`src/rtl/passive_alarm_ctrl.sv`:
```
// Passive-alarm chime controller.
// Debounces the passive-security condition, then pulses the chime for a
// bounded number of beeps. Driver acknowledge or beep-count timeout silence
// it; re-arming needs the condition to drop and be debounced again.
//
//   state      | meaning
//   -----------+-----------------------------------------------------------
//   S_IDLE     | armed, waiting for passive_signal
//   S_DEBOUNCE | counting consecutive high samples of passive_signal
//   S_BEEP_ON  | chime driven high, phase timer running
//   S_BEEP_OFF | chime low between beeps, phase timer running
//   S_SILENCED | acknowledged or timed out; waits for the condition to drop
module passive_alarm_ctrl #(
    parameter int DEBOUNCE_CYCLES = 4,
    parameter int BEEP_ON_CYCLES  = 3,
    parameter int BEEP_OFF_CYCLES = 2,
    parameter int MAX_BEEPS       = 5,
    parameter int CNT_W           = 8
) (
    input  logic             clk,
    input  logic             reset,
    input  logic             enable,
    input  logic             passive_signal,
    input  logic             ack,
    output logic             chime,
    output logic             alarm_active,
    output logic             timeout_flag,
    output logic [CNT_W-1:0] beep_count
);

    typedef enum logic [2:0] {
        S_IDLE     = 3'd0,
        S_DEBOUNCE = 3'd1,
        S_BEEP_ON  = 3'd2,
        S_BEEP_OFF = 3'd3,
        S_SILENCED = 3'd4
    } state_t;

    // Phase timer is a down-counter loaded with (length - 1); the phase ends
    // on the edge where it reads zero.
    localparam logic [CNT_W-1:0] C_ZERO     = '0;
    localparam logic [CNT_W-1:0] C_ONE      = CNT_W'(1);
    localparam logic [CNT_W-1:0] C_DEB_LAST = CNT_W'(DEBOUNCE_CYCLES - 1);
    localparam logic [CNT_W-1:0] C_ON_LOAD  = CNT_W'(BEEP_ON_CYCLES - 1);
    localparam logic [CNT_W-1:0] C_OFF_LOAD = CNT_W'(BEEP_OFF_CYCLES - 1);
    localparam logic [CNT_W-1:0] C_MAX      = CNT_W'(MAX_BEEPS);

    state_t           r_state;
    logic [CNT_W-1:0] r_deb_cnt;
    logic [CNT_W-1:0] r_tmr;
    logic [CNT_W-1:0] r_beep_cnt;
    logic             r_tof;
    logic             r_chime;
    logic             r_alarm;

    state_t           w_state_nxt;
    logic [CNT_W-1:0] w_deb_nxt;
    logic [CNT_W-1:0] w_tmr_nxt;
    logic [CNT_W-1:0] w_beep_nxt;
    logic             w_tof_nxt;
    logic             w_chime_nxt;
    logic             w_alarm_nxt;
    logic [CNT_W-1:0] w_beep_inc;

    // Beep counter saturates at MAX_BEEPS.
    assign w_beep_inc = (r_beep_cnt == C_MAX) ? r_beep_cnt : r_beep_cnt + C_ONE;

    // State and counter registers.
    always_ff @(posedge clk or posedge reset) begin
        if (reset) begin
            r_state    <= S_IDLE;
            r_deb_cnt  <= '0;
            r_tmr      <= '0;
            r_beep_cnt <= '0;
            r_tof      <= 1'b0;
        end else begin
            r_state    <= w_state_nxt;
            r_deb_cnt  <= w_deb_nxt;
            r_tmr      <= w_tmr_nxt;
            r_beep_cnt <= w_beep_nxt;
            r_tof      <= w_tof_nxt;
        end
    end

    // Next-state and counter update; priority enable > passive drop > ack > timers.
    always_comb begin
        w_state_nxt = r_state;
        w_deb_nxt   = r_deb_cnt;
        w_tmr_nxt   = r_tmr;
        w_beep_nxt  = r_beep_cnt;
        w_tof_nxt   = r_tof;
        if (!enable) begin
            w_state_nxt = S_IDLE;
            w_deb_nxt   = '0;
            w_tmr_nxt   = '0;
            w_beep_nxt  = '0;
            w_tof_nxt   = 1'b0;
        end else begin
            case (r_state)
                S_IDLE: begin
                    w_deb_nxt  = '0;
                    w_tmr_nxt  = '0;
                    w_beep_nxt = '0;
                    w_tof_nxt  = 1'b0;
                    if (passive_signal) begin
                        if (DEBOUNCE_CYCLES <= 1) begin
                            w_state_nxt = S_BEEP_ON;
                            w_tmr_nxt   = C_ON_LOAD;
                            w_beep_nxt  = C_ONE;
                        end else begin
                            w_state_nxt = S_DEBOUNCE;
                            w_deb_nxt   = C_ONE;
                        end
                    end
                end
                S_DEBOUNCE: begin
                    if (!passive_signal) begin
                        w_state_nxt = S_IDLE;
                        w_deb_nxt   = '0;
                        w_tmr_nxt   = '0;
                        w_beep_nxt  = '0;
                        w_tof_nxt   = 1'b0;
                    end else if (r_deb_cnt >= C_DEB_LAST) begin
                        w_state_nxt = S_BEEP_ON;
                        w_deb_nxt   = '0;
                        w_tmr_nxt   = C_ON_LOAD;
                        w_beep_nxt  = C_ONE;
                    end else begin
                        w_deb_nxt = r_deb_cnt + C_ONE;
                    end
                end
                S_BEEP_ON: begin
                    if (!passive_signal) begin
                        w_state_nxt = S_IDLE;
                        w_tmr_nxt   = '0;
                        w_beep_nxt  = '0;
                        w_tof_nxt   = 1'b0;
                    end else if (ack) begin
                        w_state_nxt = S_SILENCED;
                        w_tmr_nxt   = '0;
                        w_tof_nxt   = 1'b0;
                    end else if (r_tmr == C_ZERO) begin
                        w_state_nxt = S_BEEP_OFF;
                        w_tmr_nxt   = C_OFF_LOAD;
                    end else begin
                        w_tmr_nxt = r_tmr - C_ONE;
                    end
                end
                S_BEEP_OFF: begin
                    if (!passive_signal) begin
                        w_state_nxt = S_IDLE;
                        w_tmr_nxt   = '0;
                        w_beep_nxt  = '0;
                        w_tof_nxt   = 1'b0;
                    end else if (ack) begin
                        w_state_nxt = S_SILENCED;
                        w_tmr_nxt   = '0;
                        w_tof_nxt   = 1'b0;
                    end else if (r_tmr == C_ZERO) begin
                        if (r_beep_cnt >= C_MAX) begin
                            w_state_nxt = S_SILENCED;
                            w_tmr_nxt   = '0;
                            w_tof_nxt   = 1'b1;
                        end else begin
                            w_state_nxt = S_BEEP_ON;
                            w_tmr_nxt   = C_ON_LOAD;
                            w_beep_nxt  = w_beep_inc;
                        end
                    end else begin
                        w_tmr_nxt = r_tmr - C_ONE;
                    end
                end
                S_SILENCED: begin
                    // A held condition never re-triggers; only a drop re-arms.
                    if (!passive_signal) begin
                        w_state_nxt = S_IDLE;
                        w_deb_nxt   = '0;
                        w_tmr_nxt   = '0;
                        w_beep_nxt  = '0;
                        w_tof_nxt   = 1'b0;
                    end
                end
                default: begin
                    w_state_nxt = S_IDLE;
                    w_deb_nxt   = '0;
                    w_tmr_nxt   = '0;
                    w_beep_nxt  = '0;
                    w_tof_nxt   = 1'b0;
                end
            endcase
        end
    end

    // Output decode from the next state so the registered outputs track the state register.
    always_comb begin
        w_chime_nxt = (w_state_nxt == S_BEEP_ON);
        w_alarm_nxt = (w_state_nxt == S_BEEP_ON) || (w_state_nxt == S_BEEP_OFF);
    end

    // Registered chime and alarm outputs.
    always_ff @(posedge clk or posedge reset) begin
        if (reset) begin
            r_chime <= 1'b0;
            r_alarm <= 1'b0;
        end else begin
            r_chime <= w_chime_nxt;
            r_alarm <= w_alarm_nxt;
        end
    end

    assign chime        = r_chime;
    assign alarm_active = r_alarm;
    assign timeout_flag = r_tof;
    assign beep_count   = r_beep_cnt;

endmodule

```
`config.mk`:
```
export PLATFORM = sky130hd
export DESIGN_NAME = passive_alarm_ctrl
export DESIGN_NICKNAME = d
export VERILOG_FILES = /design/src/rtl/passive_alarm_ctrl.sv
export SDC_FILE = /design/constraint.sdc
export NUM_CORES = 1
export LEC_CHECK = 0
export BUFFER_PORTS_ARGS = -buffer_cell sky130_fd_sc_hd__buf_2
export CORE_ASPECT_RATIO = 0.8
export CORE_MARGIN = 10
export CORE_UTILIZATION = 43
export CTS_BUF_LIST = sky130_fd_sc_hd__clkbuf_4 sky130_fd_sc_hd__clkbuf_8
export DETAILED_ROUTE_END_ITERATION = 10
export SETUP_SLACK_MARGIN = 0.5
export SYNTH_ARGS = -nofsm -noshare
export SYNTH_HDL_FRONTEND = slang
export SYNTH_SLANG_ARGS = --single-unit
```
`constraint.sdc`:
```
create_clock -name clk -period 5.4 [get_ports clk]
set_input_delay 0.81 -clock clk [delete_from_list [all_inputs] [get_ports clk]]
set_output_delay 0.81 -clock clk [all_outputs]
set_load 0.02 [all_outputs]
```
After elaboration in Yosys (flattened, before gate mapping)
Cells that the tools add are included.
{"block": "word_totals", "output_inout_bits": 11, "regBits": 30, "wordCells": 89}
{"block": "op_classes", "n_eq_ne": 19, "reduce_logical": 10, "n_addsub": 3, "muxes": 48, "magnitude_cmp": 2}
{"operator": "$mux 8", "count": 21}
{"operator": "$pmux 8 s4", "count": 2}
{"operator": "$mux 3", "count": 12}
{"operator": "$ne 4x4->1 const B", "count": 6}
{"operator": "$pmux 8 s3", "count": 1}
{"operator": "$add 8x1->8 const B", "count": 2}
{"operator": "$pmux 3 s5", "count": 1}
{"operator": "$eq 3x2->1 const B", "count": 4}
{"operator": "$ne 5x5->1 const B", "count": 2}
{"operator": "$mux 1", "count": 9}
{"operator": "$ne 3x3->1 const B", "count": 3}
{"operator": "$eq 8x3->1 const B", "count": 1}
{"operator": "$ge 8x2->1 const B", "count": 1}
{"operator": "$ge 8x3->1 const B", "count": 1}
{"operator": "$logic_not 8->1", "count": 1}
{"operator": "$sub 8x1->8 const B", "count": 1}
{"operator": "$reduce_and 6->1", "count": 1}
{"operator": "$reduce_or 2->1", "count": 3}
{"operator": "$reduce_and 2->1", "count": 2}
{"operator": "$reduce_and 4->1", "count": 1}
{"operator": "$eq 3x1->1 const B", "count": 1}
{"operator": "$eq 3x3->1 const B", "count": 1}
{"operator": "$logic_not 3->1", "count": 1}
{"operator": "$pmux 1 s3", "count": 1}
{"operator": "other kinds (3)", "count": 3}

Longest topological paths before layout
{"block": "depth", "depth_word": 9, "depth_mapped": 8, "ltp_nobuf": 7}

Worst setup path before layout
OpenSTA, ideal clock, no wires.
{"block": "synth_path", "kind": "register -> register", "start": "reg r_tmr[0]", "end": "reg r_beep_cnt[0] (netlist: beep_count[0])", "stages_incl_launch_ff": 9, "path_buffers": 1, "setup_slack_ns": 3.438, "arrival_time_ns": 1.841, "synth_period_minus_slack_ns": 1.962, "cell_sequence": "dfrtp_1 -> inv_1 -> ha_1 -> or4b_1 -> buf_6 -> nor2_8 -> and3_4 -> o21ai_2 -> a22o_1"}
{"block": "synth_via", "elab_chain_cells": 3}
{"element": "start: declaration", "line": "50", "source": "logic [CNT_W-1:0] r_tmr;"}
{"element": "start signal: assignment", "line": "79", "source": "r_tmr <= w_tmr_nxt;"}
{"element": "$logic_not 8->1", "line": "159", "source": "end else if (r_tmr == C_ZERO) begin"}
{"element": "$ne 4x4->1 (no line)"}
{"element": "$reduce_and 6->1 (no line)"}
{"element": "end signal: assignment", "line": "80", "source": "r_beep_cnt <= w_beep_nxt;"}
{"element": "end: declaration", "line": "51", "source": "logic [CNT_W-1:0] r_beep_cnt;"}
No other way between the ends.
A chain may end at the register's enable or synchronous reset.

Worst setup path in the final report
{"block": "layout_path", "start": "reg r_tmr[0]", "end": "reg r_tmr[6]"}
{"block": "layout_via", "elab_chain_cells": 6, "word_cells_on_any_way": 10, "cone_classes": "add/sub: 1; mux: 8; reduce/logical: 1"}
{"element": "$sub 8x1->8 / $logic_not 8->1 (equally long branches)"}
{"element": "$mux 8 (on tied branches)", "line": "159, 142"}
{"element": "$mux 8 (on tied branches)", "line": "155, 138"}
{"element": "$mux 8 (on tied branches)", "line": "150, 133"}
{"element": "$pmux 8 s4 (*)", "line": "99", "source": "case (r_state)"}
{"element": "$mux 8 (*)", "line": "92", "source": "if (!enable) begin"}
Mark *: on every way between the ends. The rest lies on a longest branch, timed or not.

==> summary.md <==
| Metric | Value |
|---|---|
| Status | finished, final reports clean |
| Number of CTS-inserted buffers | 5 |
| Gr usage total | between 10% and 20% |
| DRC | 0 |
| Row cnt | 20 |
| RSZ-0062 raised after global routing | false |
| Chip Height | 75.6 um |
| Slew @ Worst Pin | approximately 1.1 ns |
| Max-slew headroom | ~24% |
| Period minus WS final | 2.26 ns |
| IO buf count | 15 |
| Pre-antenna DRT Iters | 7 |
| Pwr per Cell Area | around 240 nW/um2 |
| Number of global-route vias before repair | approximately 1300 |
| Maximum vdd ir drop | approximately 0.16 mV |
| CP Max Fanout | 6 |
| Routed Antenna Nets | 0 |
| Clock transition at path regs | approximately 0.06 ns |
| Cells after Synth | 174 |
| Resized cells post-CTS | 0 |
| Synth top area share | between 40% and 50% |
| Clk buf depth | 2 |
| Met2 routed WL | around 1600 um |
| Yosys reg bits | 30 |
| Worst hold path class | flop to flop |
| Total vias in the final route | between 1000 and 1500 |
| Synth Net Count | roughly 180 |
| Asr flop ratio synth | 100% |
| Die area | around 6800 um2 |
| Required @ worst endpoint | roughly 5.5 ns |
| Buffer count from post-CTS setup fixing | 0 |
| Fin Hold WS | between 0.4 and 0.5 ns |
| Nature of the critical path endpoint | flop |
| Clk Tree Root Cell | clkbuf_8 |
| Proportion of layout cells with a drive suffix above 1 | 18.8% |
| Final wirelength | ~3600 um |
| Mapped Area | 1660 um2 |
| Finish-stage setup viols | 0 |
| Largest net degree at the start of global routing | 31 |
| Finished Cell Area | approximately 1900 um2 |
| Final period utilization | between 40% and 50% |
| Pins over their slew limit | 0 |
| Routed wl met3 | ~200 um |
| Synth Area per Inst | 9.56 um2 |
| Post-place instance area | 1770 um2 |
| Cts hold-fix bufs | 0 |
| Ys Warns | 0 |
| Post-synthesis cell type count | 51 |
| Clock skew | ~0.0067 ns |
| Most frequent cell after synthesis | dfrtp_1 |
| Starting DRT DRC Count | 95 |
| Pleak | between 0.0009 and 0.001 uW |
| Startpoint type of the worst setup path | flop |
| Post-synth top flop | dfrtp_1 |
| Initial core utilization | 44.3% |
| Largest cells by area after synthesis | dfrtp_1, o21ai_0, ha_1 |
| Setup CP Type | flop to flop |
| Clock Sinks | 30 |
| Clk_lat worst skew | ~0.28 ns |
| Final hold violations | 0 |
| Placeable Area | roughly 3800 um2 |
| Setup_tns | 0 ns |
| Post-DP HPWL | around 2600 um |
| Hold Path Depth | 1 |
| Nets | between 200 and 250 |
| Sequential element share of the synthesized area | between 40% and 50% |
| Wl on met1 | 1740 um |
| Cell taking the most area after synthesis | dfrtp_1 |
| CTS tree | built |
| Number of vias per cell | between 5 and 6 |
| Critical path arrival | 2.41 ns |
| Max-cap viol count | 0 |
| RePlAce Congestion | 0.911 |
| Top cells by count, synth | dfrtp_1, nor2_1, nand2_1 |
| Max Fclk | about 440 MHz |
| Top Ports | 16 |
| Initial antenna violation count | 0 |
| Top layer in use | met4 |
| Die Width | slightly below 90 um |
| Number of enable flip-flop cells after synthesis | 0 |
| First-pass GRT wire length | ~6000 um |
| Worst R2R Path Depth | 7 |
| H-tree levels | 2 |
| Layout area overhead | 11.9% |
| Diodes inserted | 0 |
| Remaining global-route overflow | 0 |
| Wire per inst | between 15 and 20 um |
per-stage QoR:
| step | util (%) | total power [uW] | std cells | setup slack (ns) |
|---|---|---|---|---|
| 5_1_grt | 49.6 | 469 | 236 | 2.93 |
| 3_3_place_gp | 47.1 | 262 | 228 | 3.15 |
| 6_report | 49.6 | 447 | 236 | 3.14 |
| 4_1_cts | 49.6 | 451 | 236 | 3.15 |
| 2_1_floorplan | - | 254 | 174 | 3.44 |
| 3_5_place_dp | 47.1 | 262 | 228 | 3.13 |
placed cells by master (no fill, tap or decap), types with 5 or more instances in the layout:
cell type and count:
inv_1 12, clkbuf_8 6, o21ai_0 13, nor2_1 16
nand2_1 15, buf_2 15, and2_1 8, a21oi_1 8
dfrtp_1 30, nand2b_1 5, ha_1 5, a22o_1 5
power by group:
group | total (uW) | internal [uW] | switching, uW | leakage, uW
Clock | 188 | 108 | 80.8 | 0.0000517
Sequential | 231 | 227 | 4.07 | 0.000416
Combinational | 27.6 | 9.35 | 18.3 | 0.000457
Total | 447 | 343 | 103 | 0.000925
state kept, by name (all words and copies together) (netlist names):
| register | flops |
|---|---|
| beep_count | 8 |
| alarm_active | 1 |
| r_tmr | 8 |
| timeout_flag | 1 |
| r_deb_cnt | 8 |
| r_state | 3 |
| chime | 1 |
layout make-up:
class	instances	area (um2)
Tap cell	44	55.1
Sequential cell	30	751
Clock inverter	1	5.00
Fill cell	354	1890
Clock buffer	7	90.1
Multi-Input combinational cell	127	841
Timing Repair Buffer	15	75.1
Inverter	12	45.0
path summary, 6_finish.rpt:
| path | startpoint | to | slack [ns] |
|---|---|---|---|
| worst min register to register | r_deb_cnt[7] | r_deb_cnt[7] | 0.49 |
| worst max-delay path | r_tmr[0] | r_tmr[6] | 3.14 |
| max in group asynchronous | reset | r_tmr[7] | 3.90 |
| min in group asynchronous | reset | r_deb_cnt[4] | 0.82 |
| worst max register to register | r_tmr[0] | r_tmr[6] | 3.14 |
| worst min-delay path | r_deb_cnt[7] | r_deb_cnt[7] | 0.49 |
worst max-delay path: stages, from the launching register on:
cell and delay (ns):
dfrtp_1 0.42, inv_1 0.08, ha_1 0.20, or4b_1 0.64, o211ai_1 0.44, nor2_1 0.10
o21ai_0 0.15, o41ai_1 0.11
layer usage:
metal | vias to the layer above | global-route usage, %
li1 | 663 | -
met1 | 672 | 15.4
met5 | - | 0
met3 | 4 | 5.13
met4 | 0 | 3.70
met2 | 38 | 17.3
cell families after synthesis:
| logic type | share of synthesized area, % |
|---|---|
| adder cells (fa/ha/maj) | 3.76 |
| AND/OR/NAND/NOR | 25.0 |
| AO/OA/AOI/OAI | 21.7 |
| buffers and inverters | 4.36 |
| flip-flops | 45.1 |
Note: power is estimated with default switching activity, not from simulation.
